[src/rtl/sdram_bist.sv]
// sdram_bist: two-pass write/readback test engine driving sdram_controller.
// Define SDRAM_BIST_LOOP_EN to add auto-repeat (loop, iter_count).
module sdram_bist #(
   parameter logic [31:0] START_ADDR  = 32'd0,
   parameter logic [31:0] END_ADDR    = 32'd1023,
   parameter int unsigned TIMEOUT_CYC = 64,
   parameter logic [15:0] LFSR_SEED   = 16'hACE1
) (
   input  logic        clk,
   input  logic        rst_n,
   input  logic        start,
   input  logic [1:0]  mode,
`ifdef SDRAM_BIST_LOOP_EN
   input  logic        loop,
   output logic [15:0] iter_count,
`endif
   output logic [31:0] wr_addr,
   output logic [15:0] wr_data,
   output logic        wr_enable,
   output logic [31:0] rd_addr,
   output logic        rd_enable,
   input  logic [15:0] rd_data,
   input  logic        rd_ready,
   input  logic        busy,
   output logic        active,
   output logic        done,
   output logic        pass,
   output logic [15:0] err_count,
   output logic        timeout_seen,
   output logic [31:0] first_err_addr,
   output logic [15:0] first_err_exp,
   output logic [15:0] first_err_got
);

   if (END_ADDR < START_ADDR) begin : g_bad_window
      $error("sdram_bist: END_ADDR < START_ADDR");
   end
   if (LFSR_SEED == 16'h0000) begin : g_bad_seed
      $error("sdram_bist: LFSR_SEED must be nonzero");
   end

   typedef enum logic [2:0] {
      S_IDLE, S_WR_WAIT, S_WR_GUARD, S_RD_WAIT,
      S_RD_GUARD, S_RD_DATA, S_DONE
   } state_e;

   localparam logic [15:0] TMO = 16'(TIMEOUT_CYC);

   state_e      state_q, state_d;
   logic [31:0] addr_q, addr_d;
   logic [15:0] lfsr_q, lfsr_d;
   logic [1:0]  mode_q, mode_d;
   logic [31:0] wr_addr_q, wr_addr_d;
   logic [15:0] wr_data_q, wr_data_d;
   logic        wr_en_q, wr_en_d;
   logic [31:0] rd_addr_q, rd_addr_d;
   logic        rd_en_q, rd_en_d;
   logic [15:0] tcnt_q, tcnt_d;
   logic        active_q, active_d;
   logic        done_q, done_d;
   logic        pass_q, pass_d;
   logic [15:0] err_q, err_d;
   logic        tmo_q, tmo_d;
   logic [31:0] fe_addr_q, fe_addr_d;
   logic [15:0] fe_exp_q, fe_exp_d;
   logic [15:0] fe_got_q, fe_got_d;
`ifdef SDRAM_BIST_LOOP_EN
   logic [15:0] iter_q, iter_d;
`endif

   logic [15:0] pat;
   logic [15:0] lfsr_nxt;
   logic        fail, proceed, restart, clear;
   logic [15:0] fail_got;

   assign lfsr_nxt = {lfsr_q[14:0],
                      lfsr_q[15] ^ lfsr_q[13] ^ lfsr_q[12] ^ lfsr_q[10]};

   always_comb begin
      case (mode_q)
         2'd0:    pat = addr_q[15:0];
         2'd1:    pat = ~addr_q[15:0];
         2'd2:    pat = addr_q[0] ? 16'hAAAA : 16'h5555;
         default: pat = lfsr_q;
      endcase
   end

   always_comb begin
      state_d   = state_q;
      addr_d    = addr_q;
      lfsr_d    = lfsr_q;
      mode_d    = mode_q;
      wr_addr_d = wr_addr_q;
      wr_data_d = wr_data_q;
      wr_en_d   = 1'b0;
      rd_addr_d = rd_addr_q;
      rd_en_d   = 1'b0;
      tcnt_d    = tcnt_q;
      active_d  = active_q;
      done_d    = done_q;
      pass_d    = pass_q;
      err_d     = err_q;
      tmo_d     = tmo_q;
      fe_addr_d = fe_addr_q;
      fe_exp_d  = fe_exp_q;
      fe_got_d  = fe_got_q;
`ifdef SDRAM_BIST_LOOP_EN
      iter_d    = iter_q;
`endif
      fail      = 1'b0;
      fail_got  = rd_data;
      proceed   = 1'b0;
      restart   = 1'b0;
      clear     = 1'b0;

      unique case (state_q)
         S_IDLE, S_DONE: begin
            if (start) begin
               restart = 1'b1;
               clear   = 1'b1;
            end
`ifdef SDRAM_BIST_LOOP_EN
            else if (state_q == S_DONE && loop) begin
               restart = 1'b1;
            end
`endif
         end
         S_WR_WAIT: begin
            if (!busy) begin
               wr_en_d   = 1'b1;
               wr_addr_d = addr_q;
               wr_data_d = pat;
               state_d   = S_WR_GUARD;
            end
         end
         S_WR_GUARD: begin
            if (addr_q == END_ADDR) begin
               addr_d  = START_ADDR;
               lfsr_d  = LFSR_SEED;
               state_d = S_RD_WAIT;
            end else begin
               addr_d  = addr_q + 32'd1;
               lfsr_d  = lfsr_nxt;
               state_d = S_WR_WAIT;
            end
         end
         S_RD_WAIT: begin
            if (!busy) begin
               rd_en_d   = 1'b1;
               rd_addr_d = addr_q;
               tcnt_d    = '0;
               state_d   = S_RD_GUARD;
            end
         end
         S_RD_GUARD: begin
            if (rd_ready) begin
               proceed = 1'b1;
               fail    = (rd_data != pat);
            end else begin
               tcnt_d  = tcnt_q + 16'd1;
               state_d = S_RD_DATA;
            end
         end
         S_RD_DATA: begin
            if (rd_ready) begin
               proceed = 1'b1;
               fail    = (rd_data != pat);
            end else if (tcnt_q >= TMO) begin
               proceed  = 1'b1;
               fail     = 1'b1;
               fail_got = 16'h0000;
               tmo_d    = 1'b1;
            end else begin
               tcnt_d = tcnt_q + 16'd1;
            end
         end
         default: state_d = S_IDLE;
      endcase

      // err_q==0 marks the first failure; saturation never returns it to 0
      if (fail) begin
         if (err_q != 16'hFFFF) err_d = err_q + 16'd1;
         if (err_q == 16'h0000) begin
            fe_addr_d = addr_q;
            fe_exp_d  = pat;
            fe_got_d  = fail_got;
         end
      end

      if (proceed) begin
         if (addr_q == END_ADDR) begin
            state_d  = S_DONE;
            active_d = 1'b0;
            done_d   = 1'b1;
            pass_d   = (err_d == 16'h0000);
`ifdef SDRAM_BIST_LOOP_EN
            iter_d   = iter_q + 16'd1;
`endif
         end else begin
            addr_d  = addr_q + 32'd1;
            lfsr_d  = lfsr_nxt;
            state_d = S_RD_WAIT;
         end
      end

      if (restart) begin
         if (clear) mode_d = mode;
         addr_d   = START_ADDR;
         lfsr_d   = LFSR_SEED;
         done_d   = 1'b0;
         pass_d   = 1'b0;
         active_d = 1'b1;
         state_d  = S_WR_WAIT;
      end

      if (clear) begin
         err_d     = '0;
         tmo_d     = 1'b0;
         fe_addr_d = '0;
         fe_exp_d  = '0;
         fe_got_d  = '0;
`ifdef SDRAM_BIST_LOOP_EN
         iter_d    = '0;
`endif
      end
   end

   always_ff @(posedge clk or negedge rst_n) begin
      if (!rst_n) begin
         state_q   <= S_IDLE;
         addr_q    <= '0;
         lfsr_q    <= LFSR_SEED;
         mode_q    <= '0;
         wr_addr_q <= '0;
         wr_data_q <= '0;
         wr_en_q   <= 1'b0;
         rd_addr_q <= '0;
         rd_en_q   <= 1'b0;
         tcnt_q    <= '0;
         active_q  <= 1'b0;
         done_q    <= 1'b0;
         pass_q    <= 1'b0;
         err_q     <= '0;
         tmo_q     <= 1'b0;
         fe_addr_q <= '0;
         fe_exp_q  <= '0;
         fe_got_q  <= '0;
`ifdef SDRAM_BIST_LOOP_EN
         iter_q    <= '0;
`endif
      end else begin
         state_q   <= state_d;
         addr_q    <= addr_d;
         lfsr_q    <= lfsr_d;
         mode_q    <= mode_d;
         wr_addr_q <= wr_addr_d;
         wr_data_q <= wr_data_d;
         wr_en_q   <= wr_en_d;
         rd_addr_q <= rd_addr_d;
         rd_en_q   <= rd_en_d;
         tcnt_q    <= tcnt_d;
         active_q  <= active_d;
         done_q    <= done_d;
         pass_q    <= pass_d;
         err_q     <= err_d;
         tmo_q     <= tmo_d;
         fe_addr_q <= fe_addr_d;
         fe_exp_q  <= fe_exp_d;
         fe_got_q  <= fe_got_d;
`ifdef SDRAM_BIST_LOOP_EN
         iter_q    <= iter_d;
`endif
      end
   end

   assign wr_addr        = wr_addr_q;
   assign wr_data        = wr_data_q;
   assign wr_enable      = wr_en_q;
   assign rd_addr        = rd_addr_q;
   assign rd_enable      = rd_en_q;
   assign active         = active_q;
   assign done           = done_q;
   assign pass           = pass_q;
   assign err_count      = err_q;
   assign timeout_seen   = tmo_q;
   assign first_err_addr = fe_addr_q;
   assign first_err_exp  = fe_exp_q;
   assign first_err_got  = fe_got_q;
`ifdef SDRAM_BIST_LOOP_EN
   assign iter_count     = iter_q;
`endif

endmodule

[config.mk]
export PLATFORM = sky130hd
export DESIGN_NAME = sdram_bist
export DESIGN_NICKNAME = d
export VERILOG_FILES = /design/src/rtl/sdram_bist.sv
export SDC_FILE = /design/constraint.sdc
export NUM_CORES = 1
export LEC_CHECK = 0
export BUFFER_PORTS_ARGS = -buffer_cell sky130_fd_sc_hd__buf_2
export CORE_MARGIN = 5
export CORE_UTILIZATION = 51
export CTS_CLUSTER_SIZE = 40
export DETAILED_ROUTE_END_ITERATION = 12
export PLACE_DENSITY = 0.76
export SETUP_SLACK_MARGIN = 0.3
export SYNTH_ARGS = -nofsm -noshare
export SYNTH_HDL_FRONTEND = slang
export SYNTH_SLANG_ARGS = --single-unit
[constraint.sdc]
create_clock -name clk -period 3.1 [get_ports clk]
set_input_delay 0.62 -clock clk [delete_from_list [all_inputs] [get_ports clk]]
set_output_delay 0.62 -clock clk [all_outputs]
set_load 0.05 [all_outputs]
After elaboration in Yosys (flattened, before gate mapping)

Index checks and enable logic that the tools add are counted.

Register bits after elaboration: 235
Input port bits: 23
Output and inout port bits: 166
Logic and storage cells: 132

Add/sub/neg operators: 3
Order comparisons: 1
Equality and inequality tests: 20
Muxes and demuxes: 65
Bitwise gates (word level): 5
Reductions and logical operators: 20

Operator list:

| operator              | count |
|---|---|
| $mux 16               | 22 |
| $mux 32               | 8 |
| $pmux 16 s3           | 2 |
| $add 16x1->16 const B | 2 |
| $add 32x1->32 const B | 1 |
| $eq 32x10->1 const B  | 1 |
| $logic_not 16->1      | 2 |
| $mux 1                | 23 |
| $mux 3                | 6 |
| $ge 16x7->1 const B   | 1 |
| $ne 16x16->1          | 1 |
| $ne 16x16->1 const B  | 1 |
| $not 16->16           | 1 |
| $pmux 3 s5            | 1 |
| $ne 4x4->1 const B    | 3 |
| $reduce_bool 2->1     | 6 |
| $eq 3x3->1 const B    | 3 |
| $ne 2x2->1 const B    | 4 |
| $reduce_and 2->1      | 4 |
| $eq 3x2->1 const B    | 2 |
| $reduce_and 5->1      | 1 |
| $pmux 1 s2            | 2 |
| $reduce_and 4->1      | 1 |
| $eq 3x1->1 const B    | 1 |
| 13 further kinds      | 15 |

Depth between registers and ports, before layout

Gate-level depths: netlist of the first run.

Word-level depth: 10
Gate-level depth with buffers: 16
Depth with buffers taken out: 11

Worst setup path after synthesis of the first run

No wires, ideal clock.

Kind: input port to flip-flop
Start: input rd_data[8]
End: register fe_addr_q[10] (netlist: first_err_addr[10])
Library setup time: 0.132 ns
Arrival: 2.891 ns
Required time: 2.968 ns
Slack: 0.077 ns
Stages on the path: 11
Buffers on the path: 3
Cells stage by stage: clkbuf_1 -> a221o_1 -> a221oi_1 -> o221ai_1 -> or4b_4 -> o21ai_4 -> or4_1 -> buf_4 -> buf_4 -> mux2i_1 -> nor2_1

Longest elaborated chain between the ends: 5

Ends and longest elaborated chain:

| what                            | RTL line | RTL |
|---|---|---|
| start, declared                 | 22       | `input logic [15:0] rd_data,` |
| $ne 16x16->1 (*)                | 158, 167 |  |
| $mux 1 (on tied branches)       | 165, 156 |  |
| $pmux 1 s2 (*)                  | 116      | `unique case (state_q)` |
| $reduce_bool 2->1 (no line) (*) | --       |  |
| $reduce_and 2->1 (no line) (*)  | --       |  |
| end signal, assigned            | 267      | `fe_addr_q <= fe_addr_d;` |
| end, declared                   | 64       | `logic [31:0] fe_addr_q, fe_addr_d;` |

Mark *: on every way between the ends. The rest lies on a longest branch, timed or not.
A chain may end at the register's enable or synchronous reset.

Worst setup path after layout of the first run

Start: register mode_q[0]
End: register fe_addr_q[10] (netlist: first_err_addr[10])

Longest elaborated chain between the ends: 7

Ends and longest elaborated chain:

| what                               | RTL line | RTL |
|---|---|---|
| start, declared                    | 52       | `logic [1:0] mode_q, mode_d;` |
| start signal, assigned             | 255      | `mode_q <= mode_d;` |
| $eq 2x2->1 (tied with other cells) | 80       | `case (mode_q)` |
| $pmux 16 s3 (*)                    | 80       |  |
| $ne 16x16->1 (*)                   | 158, 167 |  |
| $mux 1 (on tied branches)          | 165, 156 |  |
| $pmux 1 s2 (*)                     | 116      |  |
| $reduce_bool 2->1 (no line) (*)    | --       |  |
| $reduce_and 2->1 (no line) (*)     | --       |  |

Marks and branches as above.

==> results.tsv, run 1 <==
stage	metric	value	unit
timing	fin_skew	0.0143	ns
global_route	grt_pass1_vias	10300	
setup_path	crit_type	reg -> reg	
die	dieWidth	159	um
die	initial_core_util	51.9	%
setup_path	cp.required	3.50	ns
global_route	track_usage	27.2	%
layout	seq_area	0.00590	sq mm
layout	drive_gt1_share	36.1	%
synthesis	synth_cell_types	62	
cts	h-tree-depth	1	
timing	hold_viol	0	
detailed_routing	route.detailed.drc	0	
synthesis	yosys_warnings	0	
layout	layout_common_cells	221 x dfrtp_1, 187 x buf_2, 161 x nand2_1	
power_and_ir_drop	ir_worst_vdd	0.000513	V
die	row_count	54	
global_route	antenna_found_initial	1	
timing	post-route-period-util	102	%
die	dieArea	0.0254	sq mm
cts	cts_hold_buf	0	
detailed_routing	vias	10700	
layout	final_common_cell	dfrtp_1	
synthesis	avgSynthCellArea	9.38	sq um
layout	final_util	70.3	%
setup_path	worst_setup_path_end_kind	register	
setup_path	start_kind	register	
die	io_pins	189	
power_and_ir_drop	power_leakage	7.50	nW
timing	setup_tns	-2.16	ns
flow_run	drv_cap	0	
detailed_routing	drt-vias-per-instance	5.98	
timing	setup_violations	56	
setup_path	crit_path_max_fanout	7	
cts	cts_tree	built	
layout	num-fill-cells	1641	
die	die_h	159	um
cts	cts_buffers	26	
place	place_congestion	0.935	
layout	multiInputGateArea	0.00548	sq mm
timing	maxSlewHeadroom	55.1	%
timing	fmax	0.315	GHz
synthesis	synth-edff-count	0	
power_and_ir_drop	p_per_area	860	mW/mm^2
outcome	violations	setup timing	
synthesis	synth_cells	1211	
place	pre_cts_ws	-0.152	ns
cts	path_clk_slew	0.06	ns
synthesis	ys.flop_type	dfrtp_1	
place	port_buffers	188	
detailed_routing	wl_per_cell	20.8	um
layout	nets	1524	
setup_path	critPathArrivalTime	3.58	ns
timing	slew_viol_final	0	
timing	final.min_clock_period	3.18	ns
synthesis	synth-seq-cells	235	
cts	cts_buffer_depth	3	
cts	clockRootBuffer	clkbuf_16	
synthesis	yosysTopAreaCellShare	50.0	%
outcome	outcome	complete, but fails checks	
synthesis	yosys.area.top_type	dfrtp_1	
detailed_routing	routed_wl	37200	um
detailed_routing	ant_nets	0	
layout	antennaDiodeCount	0	
synthesis	async_reset_ff_share	100	%
timing	rsz0062_at_grt	yes	
timing	worst_slack	-0.0756	ns
place	hpwl	24000	um
synthesis	syn_nets	1239	
detailed_routing	drt-pass1-iter-count	6	
cts	clk_latency	0.53	ns
cts	clkSinkCount	235	
detailed_routing	drt_iter0_drc	1010	
global_route	grt_start_max_net_pins	76	
timing	worst_pin_slew	0.674	ns
layout	area_growth	35.4	%
global_route	grt_pass1_wl	56800	um
synthesis	syn-cell-area	0.0114	sq mm
min_path	hp-class	in -> async	
die	core-area	0.0219	sq mm
synthesis	seq_area_frac_synth	51.9	%
global_route	grt-ovfl-total	0	
synthesis	synth_area_leaders	dfrtp_1 50%, nand2_1 5.5%, o21ai_0 5.2%, mux2_2 3.7%, nand3_1 3.5%	
-- cells by family (layout without fill, tap and decap cells) --
logic type	after synthesis	count (layout)	synth area share, %
compound gates	266	266	13.5
flops	235	235	51.9
xor+xnor	47	47	3.62
fa+ha+maj	5	5	0.551
mux	63	63	6.11
simple gates	466	466	19.0
buf+inv	129	432	5.28
-- path summary, 6_finish.rpt --
path                                          from                        endpoint  slack, ns  depth (start not counted)
setup / recovery             mode_q[0]$_DFFE_PN0P_  first_err_addr[10]$_DFFE_PN0P_      -0.08                         14
hold / removal                               rst_n   first_err_got[12]$_DFFE_PN0P_       0.05                          1
setup reg to reg             mode_q[0]$_DFFE_PN0P_  first_err_addr[10]$_DFFE_PN0P_      -0.08                         14
hold reg to reg            wr_addr[27]$_DFFE_PN0P_         wr_addr[27]$_DFFE_PN0P_       0.48                          2
max in group asynchronous                    rst_n          err_count[0]$_DFF_PN0_       2.22                          2
min in group clk                           mode[1]           mode_q[1]$_DFFE_PN0P_       0.31                          3
-- synthesized netlist by cell type (all sizes together), types with 3 or more instances --
master,n
and4,3
nor2,102
a221oi,5
xor2,23
ha,5
mux2i,25
buf,31
a211o,3
nand3,79
and2,4
mux2,38
a21oi,35
o211ai,4
nor2b,6
inv,47
dfrtp,227
a2111oi,3
dfstp,8
xnor2,24
o21ai,167
nand2,167
nor3,14
nor4,19
a31oi,14
clkbuf,51
nand4,14
or4,3
nand2b,14
or3,9
and3,20
o31ai,8
o22ai,3
a211oi,5
-- final cells by class --
type                       count  share of cell area [%]
sequential                   235                    38.4
multi-input combinational    847                    35.6
timing repair buffer         339                    17.2
clock buffer                  37                    5.03
tap                          280                    2.28
inverter                      47                    1.15
clock inverter                 9                   0.358
-- what timing repair did --
item / 4_1_cts / 5_1_grt
endpoints found under the setup margin: 129 / 142
hold endpoints to repair: 0 / 0
gates cloned: 12 / 5
pin swaps: 25 / 35
setup buffers: 20 / 14
gates resized for setup: 79 / 94
-- registers in the layout, summed over array words and instances, names as in the netlist --
signal          cells
addr_q             32
first_err_addr     32
rd_addr            32
wr_addr            32
err_count          16
first_err_exp      16
first_err_got      16
lfsr_q             16
tcnt_q             16
wr_data            16
state_q             3
mode_q              2
active              1
done                1
pass                1
rd_enable           1
timeout_seen        1
wr_enable           1
-- per-stage QoR --
stage          instance area, sq um  total power (W)  instances  hold WS (ns)
6_report                      15400           0.0132       1794        0.0480
5_1_grt                       15400           0.0138       1794        0.0964
4_1_cts                       14800           0.0128       1775        0.0669
3_5_place_dp                  13100          0.00920       1697         0.462
3_3_place_gp                  13100          0.00909       1697         0.457
2_1_floorplan                 11400          0.00750       1211         0.324
-- critical path, stage by stage (launching register included) --
cell       delay (ns)
dfrtp_2          0.43
buf_12           0.15
buf_6            0.09
buf_6            0.11
nor2_1           0.07
a221o_1          0.35
a31oi_1          0.31
a2111oi_4        0.10
nand3_2          0.14
o21ai_4          0.08
or4_4            0.67
buf_12           0.18
buf_16           0.13
mux2i_1          0.15
nor2_1           0.07
-- power breakdown --
part	switching, W	internal, W	total [W]
Clock	0.00124	0.00173	0.00297
Sequential	0.000448	0.00362	0.00407
Combinational	0.00393	0.00227	0.00619
Total	0.00561	0.00762	0.0132
-- layer usage --
layer | up-vias | GRT usage [%] | wire length, um
met3 | 103 | 5.44 | 3360
met2 | 556 | 43.2 | 17700
met4 | 2 | 8.26 | 1160
met5 | - | 0 | 13
met1 | 5267 | 38.0 | 15000
li1 | 4798 | - | -
No activity file was read; power rests on OpenSTA's default activity.
==> run 2, diff against run 1 <==
--- a/config.mk
+++ b/config.mk
@@ -5,6 +5,7 @@
 export SDC_FILE = /design/constraint.sdc
 export NUM_CORES = 1
 export LEC_CHECK = 0
+export ABC_AREA = 1
 export BUFFER_PORTS_ARGS = -buffer_cell sky130_fd_sc_hd__buf_2
 export CORE_MARGIN = 5
 export CORE_UTILIZATION = 51
==> run 2 against run 1 <==
The run now ends clean. Wire length shrank 11%. Global-route usage fell by 1.2 points. Highest routed layer is now met4. Largest cell class unchanged. Maximum frequency increased by 19%.
==> results.tsv, run 2 <==
stage	metric	value	unit	change
cts	cts_tree	built		
detailed_routing	drt-vias-per-instance	5.59		-6.5%
detailed_routing	routed_wl	33300	um	-11%
cts	clkSinkCount	235		unchanged
die	dieArea	0.0249	sq mm	-1.9%
synthesis	synth_area_leaders	dfrtp_1 51%, nand2_1 13%, o21ai_0 6.6%, inv_1 4.1%, nand3_1 3.4%		
timing	fin_skew	0.0265	ns	+0.0122 ns
synthesis	yosysTopAreaCellShare	51.0	%	+1.0 points
timing	worst_pin_slew	0.669	ns	-0.00538 ns
place	place_congestion	0.923		-1.3%
timing	fmax	0.375	GHz	+19%
cts	cts_buffers	25		-3.8%
cts	h-tree-depth	1		unchanged
cts	clk_latency	0.54	ns	about the same
layout	num-fill-cells	1880		+15%
layout	nets	1594		+4.6%
die	io_pins	189		unchanged
detailed_routing	drt_iter0_drc	923		-8.6%
detailed_routing	drt-pass1-iter-count	5		-1
layout	drive_gt1_share	21.1	%	-15 points
global_route	track_usage	26.0	%	-1.2 points
layout	seq_area	0.00589	sq mm	about the same
cts	cts_hold_buf	0		unchanged
die	row_count	54		unchanged
setup_path	crit_type	reg -> reg		
setup_path	cpMostUsedCell	nand2_1		
detailed_routing	wl_per_cell	17.8	um	-14%
synthesis	seq_area_frac_synth	52.9	%	+1.1 points
synthesis	synth_cell_types	44		-29%
cts	path_clk_slew	0.06	ns	about the same
timing	rsz0062_at_grt	yes		
flow_run	drv_cap	0		unchanged
timing	setup_violations	0		-100%
synthesis	yosysMostFrequentCell	nand2_1		
timing	maxSlewHeadroom	55.4	%	+0.36 points
die	die_h	158	um	-0.96%
synthesis	ys.flop_type	dfrtp_1		
layout	layout_common_cells	382 x nand2_1, 224 x dfrtp_1, 187 x buf_2		
setup_path	critPathMaxStageDelay	0.51	ns	-0.16 ns
power_and_ir_drop	total_power	0.0155	W	+18%
detailed_routing	vias	10400		-2.8%
synthesis	synth-edff-count	0		unchanged
setup_path	cp_slowest_cell	nor2_2		
synthesis	avgSynthCellArea	8.19	sq um	-13%
power_and_ir_drop	power_leakage	6.98	nW	-7.0%
setup_path	critPathTopFamily	simple AND/OR/NAND/NOR gates		
synthesis	yosys_warnings	0		unchanged
setup_path	worst_setup_path_end_kind	register		
setup_path	crit_chain	ha_1 > nand2_1 > nor2_1 > nand2_1 > nor2_1 > nand2_1 > inv_1 > nand2_1 > nor3_4 > nor2_2 > inv_1 > o32ai_1		
global_route	grt_start_max_net_pins	83		+9.2%
cts	clockRootBuffer	clkbuf_16		
synthesis	syn_nets	1387		+12%
detailed_routing	ant_nets	0		unchanged
power_and_ir_drop	ir_worst_vdd	0.000584	V	+14%
place	port_buffers	188		unchanged
outcome	outcome	finished clean		
min_path	hp-class	in -> async		
synthesis	synth_cells	1359		+12%
timing	hold_viol	0		unchanged
setup_path	start_kind	register		
timing	setup_tns	0	ns	+2.16 ns
power_and_ir_drop	p_per_area	1140	mW/mm^2	+32%
synthesis	syn-cell-area	0.0111	sq mm	-2.0%
synthesis	synth-seq-cells	235		unchanged
setup_path	cp.buffers_inverters	2		-3
detailed_routing	route.detailed.drc	0		unchanged
cts	cts_buffer_depth	3		unchanged
global_route	antenna_found_initial	1		unchanged
die	dieWidth	158	um	-0.96%
setup_path	crit_path_max_fanout	15		+8
synthesis	synth_common_cells	393 x nand2_1, 227 x dfrtp_1, 147 x o21ai_0		
timing	slew_viol_final	0		unchanged
timing	final.min_clock_period	2.67	ns	-0.508 ns
global_route	grt_pass1_vias	10000		-2.8%
synthesis	async_reset_ff_share	100	%	unchanged
timing	post-route-period-util	86.1	%	-16 points
die	initial_core_util	51.5	%	-0.42 points
setup_path	critPathArrivalTime	3.09	ns	-0.49 ns
die	core-area	0.0216	sq mm	-1.2%
synthesis	yosys.area.top_type	dfrtp_1		
global_route	grt_pass1_wl	52400	um	-7.8%
global_route	grt-ovfl-total	0		unchanged
layout	area_growth	22.8	%	
layout	multiInputGateArea	0.00466	sq mm	-15%
layout	final_common_cell	nand2_1		
place	hpwl	23200	um	-3.3%
setup_path	cp.required	3.52	ns	+0.02 ns
run 2: cell count changes after synthesis, sizes merged, moves of 14 or more:
| cell | before | now |
|---|---|---|
| inv | 47 | 128 |
| mux2i | 25 | 0 |
| nand2b | 14 | 0 |
| clkbuf | 51 | 37 |
| nand3b | 2 | 16 |
| buf | 31 | 17 |
| nor2 | 102 | 77 |
| o21ai | 167 | 210 |
| and3 | 20 | 0 |
| mux2 | 38 | 1 |
| nand2 | 167 | 398 |
| nor3 | 14 | 32 |
| xnor2 | 24 | 4 |
run 2: logic make-up (layout without fill, tap and decap cells):
kind of cell,count (synthesis),after routing,share of synthesized area [%]
and+or+nand+nor,632,632,24.2
AOI/OAI and AO/OA,279,279,13.6
buffers and inverters,183,408,6.64
other,0,1,0
DFF,235,235,52.9
xor gates and xnor gates,24,24,1.89
muxes,1,1,0.101
adders and majority gates,5,5,0.562
run 2: per-stage QoR:
stage	cell area (sq um)	hold WS, ns	utilization, %	instances	setup WS, ns
floorplan	11100	0.324	-	1359	0.690
global placement	12500	0.455	57.7	1805	0.0888
detailed placement	12500	0.469	57.7	1805	0.0879
CTS	13400	0.0974	61.8	1852	0.223
global route	13700	0.114	63.2	1865	0.239
finish	13700	0.0643	63.2	1865	0.432
run 2: worst paths after layout:
check / end / slack (ns) / depth (start not counted) / from
worst max-delay path: addr_q[8]$_DFF_PN0_ / 0.43 / 12 / addr_q[0]$_DFF_PN0_
worst min-delay path: tcnt_q[12]$_DFFE_PN0P_ / 0.06 / 1 / rst_n
worst max register to register: addr_q[8]$_DFF_PN0_ / 0.43 / 12 / addr_q[0]$_DFF_PN0_
worst min register to register: rd_addr[12]$_DFFE_PN0P_ / 0.48 / 2 / rd_addr[12]$_DFFE_PN0P_
max in group asynchronous: addr_q[27]$_DFF_PN0_ / 2.13 / 2 / rst_n
min in group clk: mode_q[1]$_DFFE_PN0P_ / 0.33 / 3 / mode[1]
run 2: per-layer routing:
layer	part of all wire (%)	global-route usage [%]	routed length, um	up-vias
li1	-	-	-	4918
met1	42	35.8	13800	5008
met2	48	42.6	16100	420
met3	7.2	3.91	2380	81
met4	2.9	8.19	966	0
met5	0	0	0	-
run 2: power breakdown:
part           switching [W]  internal [W]  total [W]
Clock                0.00124       0.00183    0.00307
Combinational        0.00572       0.00198    0.00770
Sequential          0.000683       0.00409    0.00478
Total                0.00765       0.00790     0.0155
run 2: layout make-up:
type,count,share of cell area [%]
repair buffers,234,10.3
clock inverters,11,1.03
clock buffers,34,5.12
flip-flops and latches,235,43.1
multi-input cells,941,34.1
inverters,129,3.67
diodes,1,0.0183
well taps,280,2.56
run 2: repair_timing:
| item | CTS | global route |
|---|---|---|
| pin swaps | 1 | 6 |
| resized for setup | 14 | 43 |
| setup endpoints to repair | 82 | 111 |
| buffers inserted | 2 | 11 |
| cloned | 0 | 1 |
